## config.mk

```make
export PLATFORM = sky130hd
export DESIGN_NAME = hazard_controller
export DESIGN_NICKNAME = d
export VERILOG_FILES = /design/src/rtl/hazard_controller.sv
export SDC_FILE = /design/constraint.sdc
export NUM_CORES = 1
export LEC_CHECK = 0
export ABC_AREA = 1
export CAP_MARGIN = 0
export CORE_UTILIZATION = 31
export DETAILED_ROUTE_END_ITERATION = 8
export PLACE_DENSITY = 0.81
export SLEW_MARGIN = 20
export SYNTH_ARGS = -nofsm -noshare
export SYNTH_HDL_FRONTEND = slang
export SYNTH_SLANG_ARGS = --single-unit
```

## constraint.sdc

```tcl
create_clock -name clk -period 1.7 [get_ports clk]
set_input_delay 0.34 -clock clk [delete_from_list [all_inputs] [get_ports clk]]
set_output_delay 0.34 -clock clk [all_outputs]
set_load 0.005 [all_outputs]
```

## src/rtl/hazard_controller.sv

```systemverilog
// ---------------------------------------------------------------------------
// hazard_controller
//
// Pipeline hazard sequencer for the 5-stage MIPS core, placed beside the
// control unit in ID.  Every cycle it looks at the ID, EX and MEM stage fields
// and drives the bubble request, the PC / IF-ID load enables, the stage
// flushes and the PC-source selects.
//
// Hazards handled, highest priority first:
//   - data-memory wait   : freezes the whole pipeline, nothing else moves
//   - taken branch (MEM) : redirect PC, flush IF/ID, ID/EX and EX/MEM
//   - load-use (ID vs EX): LOAD_USE_BUBBLES bubble cycles
//   - jump (ID)          : redirect PC, flush IF/ID
//
// Parameters:
//   LOAD_USE_BUBBLES  bubbles per load-use hazard, legal range 1..3
//
// Optional feature (compile-time macro):
//   HAZARD_PERF_CNT_EN  builds the saturating stall / flush performance
//                       counters; when undefined both counter outputs are 0.
//
// Ports:
//   clk, rst_n                      clock (rising edge), async active-low reset
//   idOpcode, idRs, idRt, idJump    ID-stage instruction fields / Jump control
//   exMemRead, exRt                 ID/EX MemRead and load destination
//   memBranch, memFlagBranch,
//   memZero                         EX/MEM branch info (flagBranch 1=BEQ 0=BNE)
//   memReq, memReady                data-memory request / completion
//   outStall                        to control unit inStall (1 normal, 0 bubble)
//   pcWrite, ifIdWrite              PC and IF/ID load enables
//   pipeHold                        freezes ID/EX, EX/MEM, MEM/WB
//   ifIdFlush, idExFlush, exMemFlush synchronous stage clears
//   pcSrcBranch, pcSrcJump          PC mux selects
//   stallCount, flushCount          performance counters
//
// All control outputs are combinational from state and inputs; while rst_n
// is low they are forced to their reset values (including the enables).
// ---------------------------------------------------------------------------
module hazard_controller #(
  parameter int LOAD_USE_BUBBLES = 1
) (
  input  logic        clk,
  input  logic        rst_n,
  input  logic [5:0]  idOpcode,
  input  logic [4:0]  idRs,
  input  logic [4:0]  idRt,
  input  logic        idJump,
  input  logic        exMemRead,
  input  logic [4:0]  exRt,
  input  logic        memBranch,
  input  logic        memFlagBranch,
  input  logic        memZero,
  input  logic        memReq,
  input  logic        memReady,
  output logic        outStall,
  output logic        pcWrite,
  output logic        ifIdWrite,
  output logic        pipeHold,
  output logic        ifIdFlush,
  output logic        idExFlush,
  output logic        exMemFlush,
  output logic        pcSrcBranch,
  output logic        pcSrcJump,
  output logic [15:0] stallCount,
  output logic [15:0] flushCount
);

  typedef enum logic {
    RUN      = 1'b0,
    LU_STALL = 1'b1
  } state_t;

  // Bubbles still owed after the detection cycle itself.
  localparam logic [1:0] LU_RELOAD = 2'(LOAD_USE_BUBBLES - 1);

  state_t     state_r;
  state_t     state_nxt_s;
  logic [1:0] lu_cnt_r;
  logic [1:0] lu_cnt_nxt_s;

  logic load_use_s;
  logic br_taken_s;
  logic mem_wait_s;

  // Ungated (post-reset) values of the control outputs.
  logic out_stall_s;
  logic pc_write_s;
  logic if_id_write_s;
  logic pipe_hold_s;
  logic if_id_flush_s;
  logic id_ex_flush_s;
  logic ex_mem_flush_s;
  logic pc_src_branch_s;
  logic pc_src_jump_s;

  // J (2) and JAL (3) carry a target instead of an rs field.
  function automatic logic uses_rs(input logic [5:0] op);
    return (op != 6'd2) && (op != 6'd3);
  endfunction

  // R-type, BEQ, BNE and the stores read rt as a source.
  function automatic logic uses_rt(input logic [5:0] op);
    logic r;
    case (op)
      6'd0, 6'd4, 6'd5, 6'd40, 6'd41, 6'd43: r = 1'b1;
      default:                               r = 1'b0;
    endcase
    return r;
  endfunction

  // Hazard detection terms.
  always_comb begin
    load_use_s = exMemRead && (exRt != 5'd0) &&
                 ((uses_rs(idOpcode) && (idRs == exRt)) ||
                  (uses_rt(idOpcode) && (idRt == exRt)));
    br_taken_s = memBranch && (memZero == memFlagBranch);
    mem_wait_s = memReq && !memReady;
  end

  // Prioritised next-state and control decode.
  always_comb begin
    state_nxt_s     = state_r;
    lu_cnt_nxt_s    = lu_cnt_r;
    out_stall_s     = 1'b1;
    pc_write_s      = 1'b1;
    if_id_write_s   = 1'b1;
    pipe_hold_s     = 1'b0;
    if_id_flush_s   = 1'b0;
    id_ex_flush_s   = 1'b0;
    ex_mem_flush_s  = 1'b0;
    pc_src_branch_s = 1'b0;
    pc_src_jump_s   = 1'b0;

    if (mem_wait_s) begin
      // Whole pipeline frozen; a taken branch waits to be seen again.
      pc_write_s    = 1'b0;
      if_id_write_s = 1'b0;
      pipe_hold_s   = 1'b1;
    end else if (br_taken_s) begin
      // Wrong-path instructions in IF/ID/EX die; pending bubbles are moot.
      pc_src_branch_s = 1'b1;
      if_id_flush_s   = 1'b1;
      id_ex_flush_s   = 1'b1;
      ex_mem_flush_s  = 1'b1;
      state_nxt_s     = RUN;
      lu_cnt_nxt_s    = 2'd0;
    end else if ((state_r == RUN) && load_use_s) begin
      out_stall_s   = 1'b0;
      pc_write_s    = 1'b0;
      if_id_write_s = 1'b0;
      if (LOAD_USE_BUBBLES > 1) begin
        state_nxt_s  = LU_STALL;
        lu_cnt_nxt_s = LU_RELOAD;
      end else begin
        state_nxt_s  = RUN;
        lu_cnt_nxt_s = 2'd0;
      end
    end else if (state_r == LU_STALL) begin
      out_stall_s   = 1'b0;
      pc_write_s    = 1'b0;
      if_id_write_s = 1'b0;
      // A count of 0 here is never expected; treat it as the last bubble.
      if (lu_cnt_r <= 2'd1) begin
        state_nxt_s  = RUN;
        lu_cnt_nxt_s = 2'd0;
      end else begin
        state_nxt_s  = LU_STALL;
        lu_cnt_nxt_s = lu_cnt_r - 2'd1;
      end
    end else if (idJump) begin
      pc_src_jump_s = 1'b1;
      if_id_flush_s = 1'b1;
    end else begin
      state_nxt_s  = RUN;
      lu_cnt_nxt_s = lu_cnt_r;
    end
  end

  // FSM state and bubble counter.
  always_ff @(posedge clk or negedge rst_n) begin
    if (!rst_n) begin
      state_r  <= RUN;
      lu_cnt_r <= 2'd0;
    end else begin
      state_r  <= state_nxt_s;
      lu_cnt_r <= lu_cnt_nxt_s;
    end
  end

  // Output gating: during reset even the load enables are held low.
  always_comb begin
    if (!rst_n) begin
      outStall    = 1'b0;
      pcWrite     = 1'b0;
      ifIdWrite   = 1'b0;
      pipeHold    = 1'b0;
      ifIdFlush   = 1'b0;
      idExFlush   = 1'b0;
      exMemFlush  = 1'b0;
      pcSrcBranch = 1'b0;
      pcSrcJump   = 1'b0;
    end else begin
      outStall    = out_stall_s;
      pcWrite     = pc_write_s;
      ifIdWrite   = if_id_write_s;
      pipeHold    = pipe_hold_s;
      ifIdFlush   = if_id_flush_s;
      idExFlush   = id_ex_flush_s;
      exMemFlush  = ex_mem_flush_s;
      pcSrcBranch = pc_src_branch_s;
      pcSrcJump   = pc_src_jump_s;
    end
  end

`ifdef HAZARD_PERF_CNT_EN
  logic [15:0] stall_cnt_r;
  logic [15:0] flush_cnt_r;

  // Saturating performance counters.
  always_ff @(posedge clk or negedge rst_n) begin
    if (!rst_n) begin
      stall_cnt_r <= 16'd0;
      flush_cnt_r <= 16'd0;
    end else begin
      if ((!outStall || pipeHold) && (stall_cnt_r != 16'hFFFF)) begin
        stall_cnt_r <= stall_cnt_r + 16'd1;
      end else begin
        stall_cnt_r <= stall_cnt_r;
      end
      if ((ifIdFlush || idExFlush || exMemFlush) && (flush_cnt_r != 16'hFFFF)) begin
        flush_cnt_r <= flush_cnt_r + 16'd1;
      end else begin
        flush_cnt_r <= flush_cnt_r;
      end
    end
  end

  assign stallCount = stall_cnt_r;
  assign flushCount = flush_cnt_r;
`else
  assign stallCount = 16'd0;
  assign flushCount = 16'd0;
`endif

endmodule
```

==> results.py <==
metrics = {
    "outcome": {
        "status": "complete, no violations",
    },
    "layout": {
        "drive_gt1_share_pct": 46.7,
        "area_growth_pct": 61.4,
        "fin_nets": 226,
        "fin_area_sq_um": 1260,
        "fin_cells": 223,
        "antenna_cells": 0,
    },
    "critical_path": {
        "criticalPathCategory": "in2out",
        "rr_startpoint": "state_r",
        "setup.worst_path.start_class": "input port",
        "r2r-end": "lu_cnt_r[1]",
        "r2r_slack_ns": 0.37,
        "worst_ep_required_time_ns": 1.36,
        "crit_fanout": 5,
        "cp-end-kind": "primary output",
        "ff2ff_path_depth": 9,
        "arrival_ns": 1.35,
    },
    "routing": {
        "wl_mm": 2.01,
        "via_per_inst": 4.02,
        "drc_errors": 0,
        "vias": 896,
        "wl_per_cell_um": 8.99,
        "first_iter_violations": 20,
        "drtAntennaViolNets": 0,
        "dr.pass1.iters": 4,
    },
    "cts": {
        "htree_levels": 1,
        "cts.sinks": 3,
        "insertion_delay_ns": 0.23,
        "cts_buffers": 3,
        "cts.clk_slew.worst_paths_ns": 0.03,
        "cts_tree": "done",
        "clk_path_buf_depth": 2,
        "clockRootBuffer": "clkbuf_4",
    },
    "sta": {
        "finClkSkew_ns": 0.000113,
        "min_period_ns": 1.69,
        "finalMaxSlewViolations": 0,
        "setup_violations": 0,
        "fmax_mhz": 593,
        "fin_crit_sh_pct": 99.3,
        "grt_setup_unrepaired": "yes",
        "finalHoldViolCount": 0,
    },
    "placement": {
        "gp_congestion": 0.814,
        "postPlaceCellArea_sq_um": 1090,
        "dp_cells": 207,
        "detailedPlacementHpwl_mm": 1.45,
        "port_buffers": 38,
    },
    "synth": {
        "synth_top_area_share_pct": 33.7,
        "synthTopCellsByArea": "buf_4 (34%), nand2_1 (20%), dfrtp_1 (9.6%)",
        "syn_inst": 139,
        "ys_warn_count": 0,
        "postSynthAreaPerCell_sq_um": 5.62,
        "synthArstFlopShare_pct": 100,
        "yosysSeqAreaShare_pct": 9.62,
        "yosysMostFrequentCell": "nand2_1",
        "synth_cell_types": 20,
        "synthTopCellsByCount": "nand2_1 (41), buf_4 (35), inv_1 (19), nor2_1 (18)",
        "syn_area_sq_um": 781,
        "synth.ff_latch_count": 3,
        "synth_edf_count": 0,
        "ys.flop_type": "dfrtp_1",
        "yosys.area.top_type": "buf_4",
    },
    "power": {
        "power_uw": 429,
        "power_density_nw_per_um2": 340,
        "p_leak_uw": 0.000740,
        "ir_drop_mv": 0.179,
    },
    "global_routing": {
        "grt_pass1_wl_mm": 3.09,
        "grt_usage_pct": 14.9,
        "grt_pass1_vias": 800,
        "grt-ovfl-total": 0,
        "antenna_found_initial": 0,
        "grt_max_degree": 6,
    },
    "die": {
        "num_rows": 17,
        "fp.coreArea_sq_um": 2300,
        "dieArea_sq_um": 2720,
        "die_height_um": 52.2,
        "ios": 71,
        "die_w_um": 52.2,
        "start_util_pct": 34.0,
    },
    "job": {
        "maxCapViolations": 0,
    },
    "min_path": {
        "hold_path.class": "in2async",
    },
}
-- layout by cell type, fill, tap and decap left out, drive strengths merged --
master / instances
a21boi: 1
nand4: 3
clkdlybuf4s50: 2
nand3: 3
dfrtp: 3
conb: 32
clkbuf: 4
dlygate4sd2: 6
xnor2: 1
a21oi: 2
o21ai: 3
nor2: 18
o22ai: 1
buf: 44
clkdlybuf4s15: 4
a31oi: 1
inv: 22
nand2: 44
xor2: 1
-- how the worst max path moves through the flow --
stage                        startpoint       end  depth (start not counted)
final                     memFlagBranch  outStall                          7
after global routing        idOpcode[5]  outStall                         11
after CTS                   idOpcode[4]  outStall                         11
after detailed placement        exRt[1]  outStall                         11
after global placement          exRt[1]  outStall                         11
after floorplan             idOpcode[5]   pcWrite                         10
-- state kept, by name (all words and copies together) (netlist names) --
name	flops
lu_cnt_r	2
state_r	1
-- critical path, stage by stage --
cell and delay [ns]:
dlygate4sd2_1 0.26, nand2_1 0.08, inv_2 0.05, o21ai_4 0.24, buf_4 0.17, a31oi_1 0.08, buf_2 0.13
-- kinds of logic after synthesis --
logic type | Yosys count | share of synthesized area [%]
and+or+nand+nor | 68 | 35.7
xor gates and xnor gates | 2 | 2.24
buffers and inverters | 57 | 44.2
other | 1 | 0.480
AOI/OAI and AO/OA | 8 | 7.69
DFF | 3 | 9.62
-- area by class of cell --
type	count	area, sq um
Clock buffer	4	26.3
Fill cell	240	1040
Inverter	22	87.6
Multi-Input combinational cell	110	584
Sequential cell	3	75.1
Tap cell	28	35.0
Timing Repair Buffer	56	452
-- power breakdown --
part | switching [uW] | total, uW | internal (uW) | leakage (uW)
clock | 34.3 | 122 | 87.8 | 0.0000150
combinational | 117 | 235 | 118 | 0.000683
sequential | 0 | 71.8 | 71.8 | 0.0000419
total | 151 | 429 | 277 | 0.000740
-- routing by layer --
layer	routed length, um	GRT usage, %	vias to the layer above	share of wire [%]
li1	-	-	460	-
met1	715	15.4	387	36
met2	1120	29.9	49	56
met3	175	2.61	0	8.7
met4	0	4.39	0	0
met5	0	0	-	0
-- stage by stage --
stage / worst slack (ns) / hold slack, ns / setup TNS, ns / util, %
floorplan: 0.154 / 0.0444 / 0 / -
detailed placement: -0.812 / 0.473 / -5.97 / 47.7
global route: -0.0546 / 0.155 / -0.266 / 54.8
finish: 0.0123 / 0.153 / 0 / 54.8
CTS: -0.0146 / 0.146 / -0.0146 / 50.7
global placement: -0.761 / 0.475 / -5.74 / 47.7
-- timing repair --
action	CTS	global route
endpoints found under the setup margin	9	7
setup buffers	13	0
hold buffers	0	0
resized for setup	139	38
pin swaps	37	29
Note: power is estimated with default switching activity, not from simulation.
